## config.mk

```make
export PLATFORM = sky130hd
export DESIGN_NAME = mem_wb_skid
export DESIGN_NICKNAME = d
export VERILOG_FILES = /design/src/rtl/mem_wb_skid.sv
export SDC_FILE = /design/constraint.sdc
export NUM_CORES = 1
export LEC_CHECK = 0
export ABC_CLOCK_PERIOD_IN_PS = 2000
export CORE_MARGIN = 1
export CORE_UTILIZATION = 50
export DETAILED_ROUTE_END_ITERATION = 16
export HOLD_SLACK_MARGIN = 0.02
export PLACE_DENSITY = 0.77
export SLEW_MARGIN = 5
export SYNTH_ARGS = -nofsm -noshare
export SYNTH_HDL_FRONTEND = slang
export SYNTH_SLANG_ARGS = --single-unit
```

## constraint.sdc

```tcl
create_clock -name clk -period 2 [get_ports clk]
set_input_delay 0.6 -clock clk [delete_from_list [all_inputs] [get_ports clk]]
set_output_delay 0.6 -clock clk [all_outputs]
set_load 0.01 [all_outputs]
```

## src/rtl/mem_wb_skid.sv

```systemverilog
// mem_wb_skid: two-entry MEM->WB skid buffer with registered in_ready and bubble-gated write enables.
module mem_wb_skid #(
  parameter int DW = 32,
  parameter int AW = 5
) (
  input  logic          clk,
  input  logic          rst,
  input  logic          flush,
  input  logic          in_valid,
  output logic          in_ready,
  input  logic [AW-1:0] in_wd,
  input  logic [DW-1:0] in_wdata,
  input  logic          in_wreg,
  input  logic          in_whilo,
  input  logic [DW-1:0] in_hi,
  input  logic [DW-1:0] in_lo,
  output logic          out_valid,
  input  logic          out_ready,
  output logic [AW-1:0] out_wd,
  output logic [DW-1:0] out_wdata,
  output logic          out_wreg,
  output logic          out_whilo,
  output logic [DW-1:0] out_hi,
  output logic [DW-1:0] out_lo,
  output logic [1:0]    occupancy
);
  localparam int PW = AW + 2 + 3 * DW;
  typedef enum logic [1:0] {EMPTY, ONE, FULL} state_e;
  state_e        state_q, state_d;
  logic [PW-1:0] main_q, main_d, skid_q, skid_d, in_pl;
  logic          in_ready_q, accept, consume, wreg_raw, whilo_raw;
  assign in_pl    = {in_wd, in_wdata, in_wreg, in_whilo, in_hi, in_lo};
  assign accept   = in_valid & in_ready_q;
  assign consume  = out_valid & out_ready;
  assign in_ready = in_ready_q;
  always_ff @(posedge clk) begin
    if (rst) begin
      state_q    <= EMPTY;
      main_q     <= '0;
      skid_q     <= '0;
      in_ready_q <= 1'b1;
    end else begin
      state_q    <= state_d;
      main_q     <= main_d;
      skid_q     <= skid_d;
      in_ready_q <= state_d != FULL;
    end
  end
  always_comb begin
    state_d = flush ? EMPTY :
              state_q == EMPTY ? (accept ? ONE : EMPTY) :
              state_q == ONE   ? (accept & ~consume ? FULL : (~accept & consume ? EMPTY : ONE)) :
              (consume ? ONE : FULL);
  end
  // skid only ever receives the younger entry, main refills from skid first
  always_comb begin
    main_d = (state_q == FULL && consume) ? skid_q :
             (accept && (state_q == EMPTY || consume)) ? in_pl : main_q;
    skid_d = (state_q == ONE && accept && !consume) ? in_pl : skid_q;
  end
  always_comb begin
    out_valid = state_q != EMPTY;
    occupancy = state_q == FULL ? 2'd2 : (state_q == ONE ? 2'd1 : 2'd0);
  end
  assign {out_wd, out_wdata, wreg_raw, whilo_raw, out_hi, out_lo} = main_q;
  assign out_wreg  = wreg_raw & out_valid;
  assign out_whilo = whilo_raw & out_valid;
endmodule

```

==> results of run 1 <==
how the worst max path moves through the flow:
stage / from / endpoint / slack, ps / cells past startpoint
floorplan: out_ready / main_q[45] / 180 / 7
global placement: in_valid / main_q[43] / -200 / 7
detailed placement: in_valid / main_q[42] / -250 / 7
CTS: state_q[1] / out_valid / -90 / 4
global route: main_q[40] / out_hi[8] / 0.5 / 1
finish: main_q[47] / out_hi[15] / 30 / 1
repair_timing:
| item | 4_1_cts | 5_1_grt |
|---|---|---|
| endpoints found under the setup margin | 42 | 61 |
| endpoints found under the hold margin | 0 | 0 |
| gates resized for setup | 48 | 67 |
| setup buffers | 0 | 0 |
cell usage after synthesis (2+ instances only):
cell type and number:
nor2b_1 3, dfxtp_1 209, buf_2 17, a21o_1 103, clkbuf_1 70, buf_1 3
nor2_1 2, a21oi_1 207, nand2_1 516, inv_1 3, buf_4 102
through the flow:
stage          total power, W  hold slack [ps]
2_1_floorplan         0.00527              427
3_3_place_gp          0.00579              437
3_5_place_dp          0.00581              441
4_1_cts                0.0100              448
5_1_grt                0.0103              465
6_report              0.00992              449
cells by family (layout without fill, tap and decap cells):
family                 count (synthesis)  count (layout)
AO/OA/AOI/OAI                        314             314
AND/OR/NAND/NOR                      530             530
flip-flops                           209             209
buffers and inverters                195             310
state kept, by name, summed over array words and instances (netlist names):
signal    cells
state_q       2
main_q      103
in_ready      1
skid_q      103
per-layer routing:
layer  global-route usage (%)  share of wire (%)  wire length, µm  up-vias
met5                        0                  0                0        -
met4                     5.80                1.5              351        0
met3                     3.90                7.2             1640       29
met2                     39.3                 48            11000      274
met1                     31.1                 43             9800     3851
li1                         -                  -                -     4111
worst reg2reg max path: cells and delay by family, from the launching register on:
family | cells | cell delay, ps
AOI/OAI and AO/OA | 3 | 410
buffers and inverters | 3 | 580
DFF | 1 | 350
and+or+nand+nor | 1 | 230
cell usage in the layout, fill, tap and decap left out, types with 2 or more instances in the layout:
cell type and instances:
buf_12 25, inv_1 3, clkbuf_1 2, clkdlybuf4s50_1 115, nand2_1 516, clkbuf_2 4, bufinv_16 3, a21oi_1 207
dlymetal6s2s_1 56, dfxtp_1 207, clkbuf_8 4, buf_4 30, dlygate4sd2_1 37, clkinv_2 3, clkinvlp_4 2, clkbuf_16 23
a21o_1 103, nor2b_1 3
power by group through the flow:
stage	sequential, W	combinational [W]	clock (W)
3_3_place_gp	0.00453	0.00126	0
4_1_cts	0.00444	0.00125	0.00434
6_report	0.00444	0.00122	0.00425
3_5_place_dp	0.00453	0.00128	0
2_1_floorplan	0.00450	0.000766	0
5_1_grt	0.00446	0.00133	0.00450
area by class of cell:
class                           count  area [µm²]
Clock inverter                      9         129
Sequential cell                   209        4190
Fill cell                        1508        5870
Tap cell                          229         287
Inverter                            3        11.3
Clock buffer                       29         638
Multi-Input combinational cell    844        3900
Timing Repair Buffer              269        2940
==> flow_metrics.env, run 1 <==
export IMPL_finalHoldViolations=0
export IMPL_grt_pass1_wl_mm=35.9
export IMPL_final_nets=1457
export IMPL_cpPeakStageDelay_ps=540
export IMPL_worst_pin_slew_ps=484
export IMPL_r2r_start="state_q[0]"
export IMPL_cts_tree="yes"
export IMPL_synth_xor_area_share_pct=0
export IMPL_worst_skew_pair_late_latency_ps=500
export IMPL_worstHoldStart="main_q[39]"
export IMPL_die_height_um=138
export IMPL_grt_use_total_pct=23.4
export IMPL_hold_path_class="reg2reg"
export IMPL_synth_area_mm2=0.00919
export IMPL_core_mm2=0.0180
export IMPL_synthDistinctLibCells=24
export IMPL_synth_fa_ha_area_share_pct=0
export IMPL_drt_first_iter_violations=479
export IMPL_drt_total_wl_mm=22.8
export IMPL_ant_nets=0
export IMPL_synth_top_family_by_area="simple AND/OR/NAND/NOR gates"
export IMPL_rsz0062_at_grt="no"
export IMPL_power_density_mw_per_mm2=820
export IMPL_finalSetupViolCount=0
export IMPL_vias=8265
export IMPL_rows=49
export IMPL_finalSetupTns_ps=0
export IMPL_grt_max_degree=61
export IMPL_r2r_end="main_q[42]"
export IMPL_synth_seq_cells=209
export IMPL_die_w_um=138
export IMPL_yosys_warnings=0
export IMPL_max_cap_violations=0
export IMPL_reg2reg_depth=7
export IMPL_fin_ws_ps=29.7
export IMPL_numCtsBuffers=22
export IMPL_design_area_mm2=0.0121
export IMPL_crit_path_end_kind="output port"
export IMPL_synth_mux_area_share_pct=0
export IMPL_start_util_pct=51.2
export IMPL_min_path_cells=2
export IMPL_path_cells="clkdlybuf4s50_1"
export IMPL_fin_cells=1592
export IMPL_dpl_instance_area_mm2=0.0112
export IMPL_slew_violations=0
export IMPL_synth_top_flop_cell="dfxtp_1"
export IMPL_place_inst=1554
export IMPL_hpwl_mm=14.8
export IMPL_slew_headroom_pct=67.7
export IMPL_wl_per_cell_um=14.3
export IMPL_die_area_mm2=0.0189
export IMPL_drt_first_pass_iters=5
export IMPL_netlist_instances=1248
export IMPL_io_pins=215
export IMPL_ys_seq_area_share_pct=45.5
export IMPL_synthTopCellsByArea="dfxtp_1, nand2_1, a21oi_1, a21o_1, buf_4"
export IMPL_path_clk_slew_ps=60
export IMPL_p_sw_share_pct=23.2
export IMPL_p_seq_share_pct=44.8
export IMPL_cp_required_ps=1400
export IMPL_via_per_inst=5.19
export IMPL_arrival_ps=1370
export IMPL_synth_edf_count=0
export IMPL_cts_sinks=209
export IMPL_ff2ff_setup_slack_ps=310
export IMPL_synth_top_area_share_pct=45.5
export IMPL_worstSetupStartpointType="flip-flop"
export IMPL_timing_fmax_mhz=508
export IMPL_htreeDepth=1
export IMPL_ir_drop_v=0.000731
export IMPL_drive_above_1_share_pct=7.70
export IMPL_p_leak_nw=5.73
export IMPL_cp_num_buf_inv=1
export IMPL_async_flop_share_pct=0
export IMPL_synth_compound_area_share_pct=20.1
export IMPL_crit_family="buffers and inverters"
export IMPL_grt_overflow_total=0
export IMPL_yosysTopAreaCell="dfxtp_1"
export IMPL_antenna_cells=0
export IMPL_gp_congestion=0.806
export IMPL_portBuffers=214
export IMPL_cts_buffer_depth=3
export IMPL_grt_pass1_vias=7439
export IMPL_p_switching_w=0.00230
export IMPL_avgSynthCellArea_um2=7.37
export IMPL_antenna_found_initial=0
export IMPL_cp_max_fo=2
export IMPL_utilization_pct=67.3
export IMPL_dp_slack_ps=-253
export IMPL_p_clk_share_pct=42.9
export IMPL_finalCriticalPeriod_ps=1970
export IMPL_post_route_period_util_pct=98.5
export IMPL_syn_to_final_growth_pct=31.5
export IMPL_cpMaxStageDelayCell="clkdlybuf4s50_1"
export IMPL_root_buffer="clkbuf_16"
export IMPL_p_int_w=0.00762
export IMPL_critPathKind="reg2out"
export IMPL_clock_skew_ps=8.59
export IMPL_power_frac_comb_pct=12.3
export IMPL_status="complete, no violations"
export IMPL_synth_nets=1356
export IMPL_synthSimpleGateAreaFrac_pct=22.0
export IMPL_hold_path_end="main_q[39]"
export IMPL_postCtsHoldBufs=0
export IMPL_drc=0
Power figures use the tool's default switching activity.
==> run 2: changes to the inputs <==
--- a/config.mk
+++ b/config.mk
@@ -10,7 +10,8 @@
 export CORE_UTILIZATION = 50
 export DETAILED_ROUTE_END_ITERATION = 16
 export HOLD_SLACK_MARGIN = 0.02
-export PLACE_DENSITY = 0.77
+export PLACE_DENSITY = 0.89
+export SETUP_SLACK_MARGIN = 0.05
 export SLEW_MARGIN = 5
 export SYNTH_ARGS = -nofsm -noshare
 export SYNTH_HDL_FRONTEND = slang
==> run 2 against run 1 <==
Net effect: via count up 0.57%; total power down 3.7%; non-clock buffer count down 8; worst setup slack better by 81 ps; die area unchanged; clock skew down 1.1 ps; sequential share of layout area up 1.1 points; combinational power down 5%; final area down 3.2%; global-route usage down 0.73 points; final cell count down 0.44%; critical endpoint is now out_whilo.
==> flow_metrics.env, run 2 (synthesis gave the netlist of run 1 again) <==
export IMPL_status="complete, no violations"
export IMPL_core_mm2=0.0180
export IMPL_p_leak_nw=5.02
export IMPL_htreeDepth=1
export IMPL_grt_overflow_total=0
export IMPL_dpl_instance_area_mm2=0.0111
export IMPL_place_inst=1544
export IMPL_io_pins=215
export IMPL_grt_pass1_vias=7478
export IMPL_cts_buffer_depth=3
export IMPL_via_per_inst=5.24
export IMPL_path_clk_slew_ps=60
export IMPL_power_density_mw_per_mm2=816
export IMPL_postCtsHoldBufs=0
export IMPL_most_common_layout_cells="nand2_1, dfxtp_1, a21oi_1, clkdlybuf4s50_1, a21o_1"
export IMPL_clock_skew_ps=7.46
export IMPL_ant_nets=0
export IMPL_layout_commonest_cell="nand2_1"
export IMPL_portBuffers=214
export IMPL_finalPower_w=0.00956
export IMPL_grt_max_degree=71
export IMPL_grt_use_total_pct=22.7
export IMPL_finalCriticalPeriod_ps=1890
export IMPL_die_w_um=138
export IMPL_slew_violations=0
export IMPL_hpwl_mm=14.4
export IMPL_utilization_pct=65.2
export IMPL_drive_above_1_share_pct=6.93
export IMPL_arrival_ps=1290
export IMPL_largestRegisters="main_q (103), skid_q (103), state_q (2)"
export IMPL_grt_pass1_wl_mm=35.1
export IMPL_die_area_mm2=0.0189
export IMPL_antenna_found_initial=0
export IMPL_wl_per_cell_um=14.1
export IMPL_cts_tree="yes"
export IMPL_drt_first_iter_violations=444
export IMPL_post_route_period_util_pct=94.4
export IMPL_ir_drop_v=0.000636
export IMPL_finalSetupViolCount=0
export IMPL_timing_fmax_mhz=529
export IMPL_worstSetupStartpointType="flip-flop"
export IMPL_critPathKind="reg2out"
export IMPL_slew_headroom_pct=72.8
export IMPL_final_nets=1449
export IMPL_finalHoldViolations=0
export IMPL_root_buffer="clkbuf_16"
export IMPL_die_height_um=138
export IMPL_rows=49
export IMPL_crit_path_end_kind="output port"
export IMPL_antenna_cells=0
export IMPL_gp_congestion=0.808
export IMPL_drc=0
export IMPL_worst_skew_pair_late_latency_ps=490
export IMPL_numCtsBuffers=22
export IMPL_finalSetupTns_ps=0
export IMPL_vias=8312
export IMPL_cp_required_ps=1400
export IMPL_drt_first_pass_iters=5
export IMPL_cp_max_fo=4
export IMPL_cts_sinks=209
export IMPL_rsz0062_at_grt="no"
export IMPL_drt_total_wl_mm=22.4
export IMPL_worst_pin_slew_ps=407
export IMPL_max_cap_violations=0
export IMPL_fin_cells=1585
export IMPL_start_util_pct=51.2
export IMPL_hold_path_class="reg2reg"
export IMPL_syn_to_final_growth_pct=27.4
export IMPL_design_area_mm2=0.0117
run 2: cell types whose count changed in the layout (fill, tap and decap cells not counted), moves of 4 or more:
cell / change
clkdlybuf4s50_1: -9
clkbuf_2: -4
dlygate4sd2_1: +65
buf_12: -4
clkbuf_1: +5
buf_4: -5
dlymetal6s2s_1: -56
buf_2: +4
run 2: critical path, stage by stage, from the launching register on:
cell,delay [ps]
dfxtp_1,330
nor2_1,50
buf_4,160
nor2b_2,130
buf_2,140
run 2: power by group:
| part | switching [W] | internal (W) | leakage [nW] |
|---|---|---|---|
| combinational | 0.000573 | 0.000592 | 2.97 |
| sequential | 0.0000947 | 0.00434 | 1.71 |
| clock | 0.00160 | 0.00235 | 0.344 |
run 2: what timing repair did:
item / CTS / global route
pin swaps: 0 / 1
endpoints found under the setup margin: 107 / 4
setup buffers: 1 / 1
endpoints found under the hold margin: 0 / 0
gates resized for setup: 125 / 5
run 2: worst paths after layout:
check / startpoint / end / slack (ps) / cells after the start
worst max-delay path: state_q[0] / out_whilo / 110 / 4
worst min-delay path: main_q[85] / main_q[85] / 450 / 2
worst max register to register: state_q[0] / main_q[3] / 240 / 9
worst min register to register: main_q[85] / main_q[85] / 450 / 2
run 2: cell type report:
type | instances | area (µm²)
Clock buffer | 33 | 643
Sequential cell | 209 | 4190
Inverter | 3 | 11.3
Tap cell | 229 | 287
Multi-Input combinational cell | 844 | 3910
Timing Repair Buffer | 261 | 2610
Fill cell | 1504 | 6250
Clock inverter | 6 | 61.3
run 2: stage by stage:
stage / hold slack (ps) / setup slack, ps
final: 446 / 111
after global routing: 463 / 58.4
after CTS: 448 / 48.1
after detailed placement: 444 / -255
after global placement: 438 / -229
after floorplan: 427 / 175
run 2: layer usage:
metal,vias up,global-route usage (%),part of all wire [%]
met4,0,7.14,2.0
met1,3829,29.6,43
met3,40,4.12,8.5
li1,4102,-,-
met5,-,0,0
met2,341,37.8,47
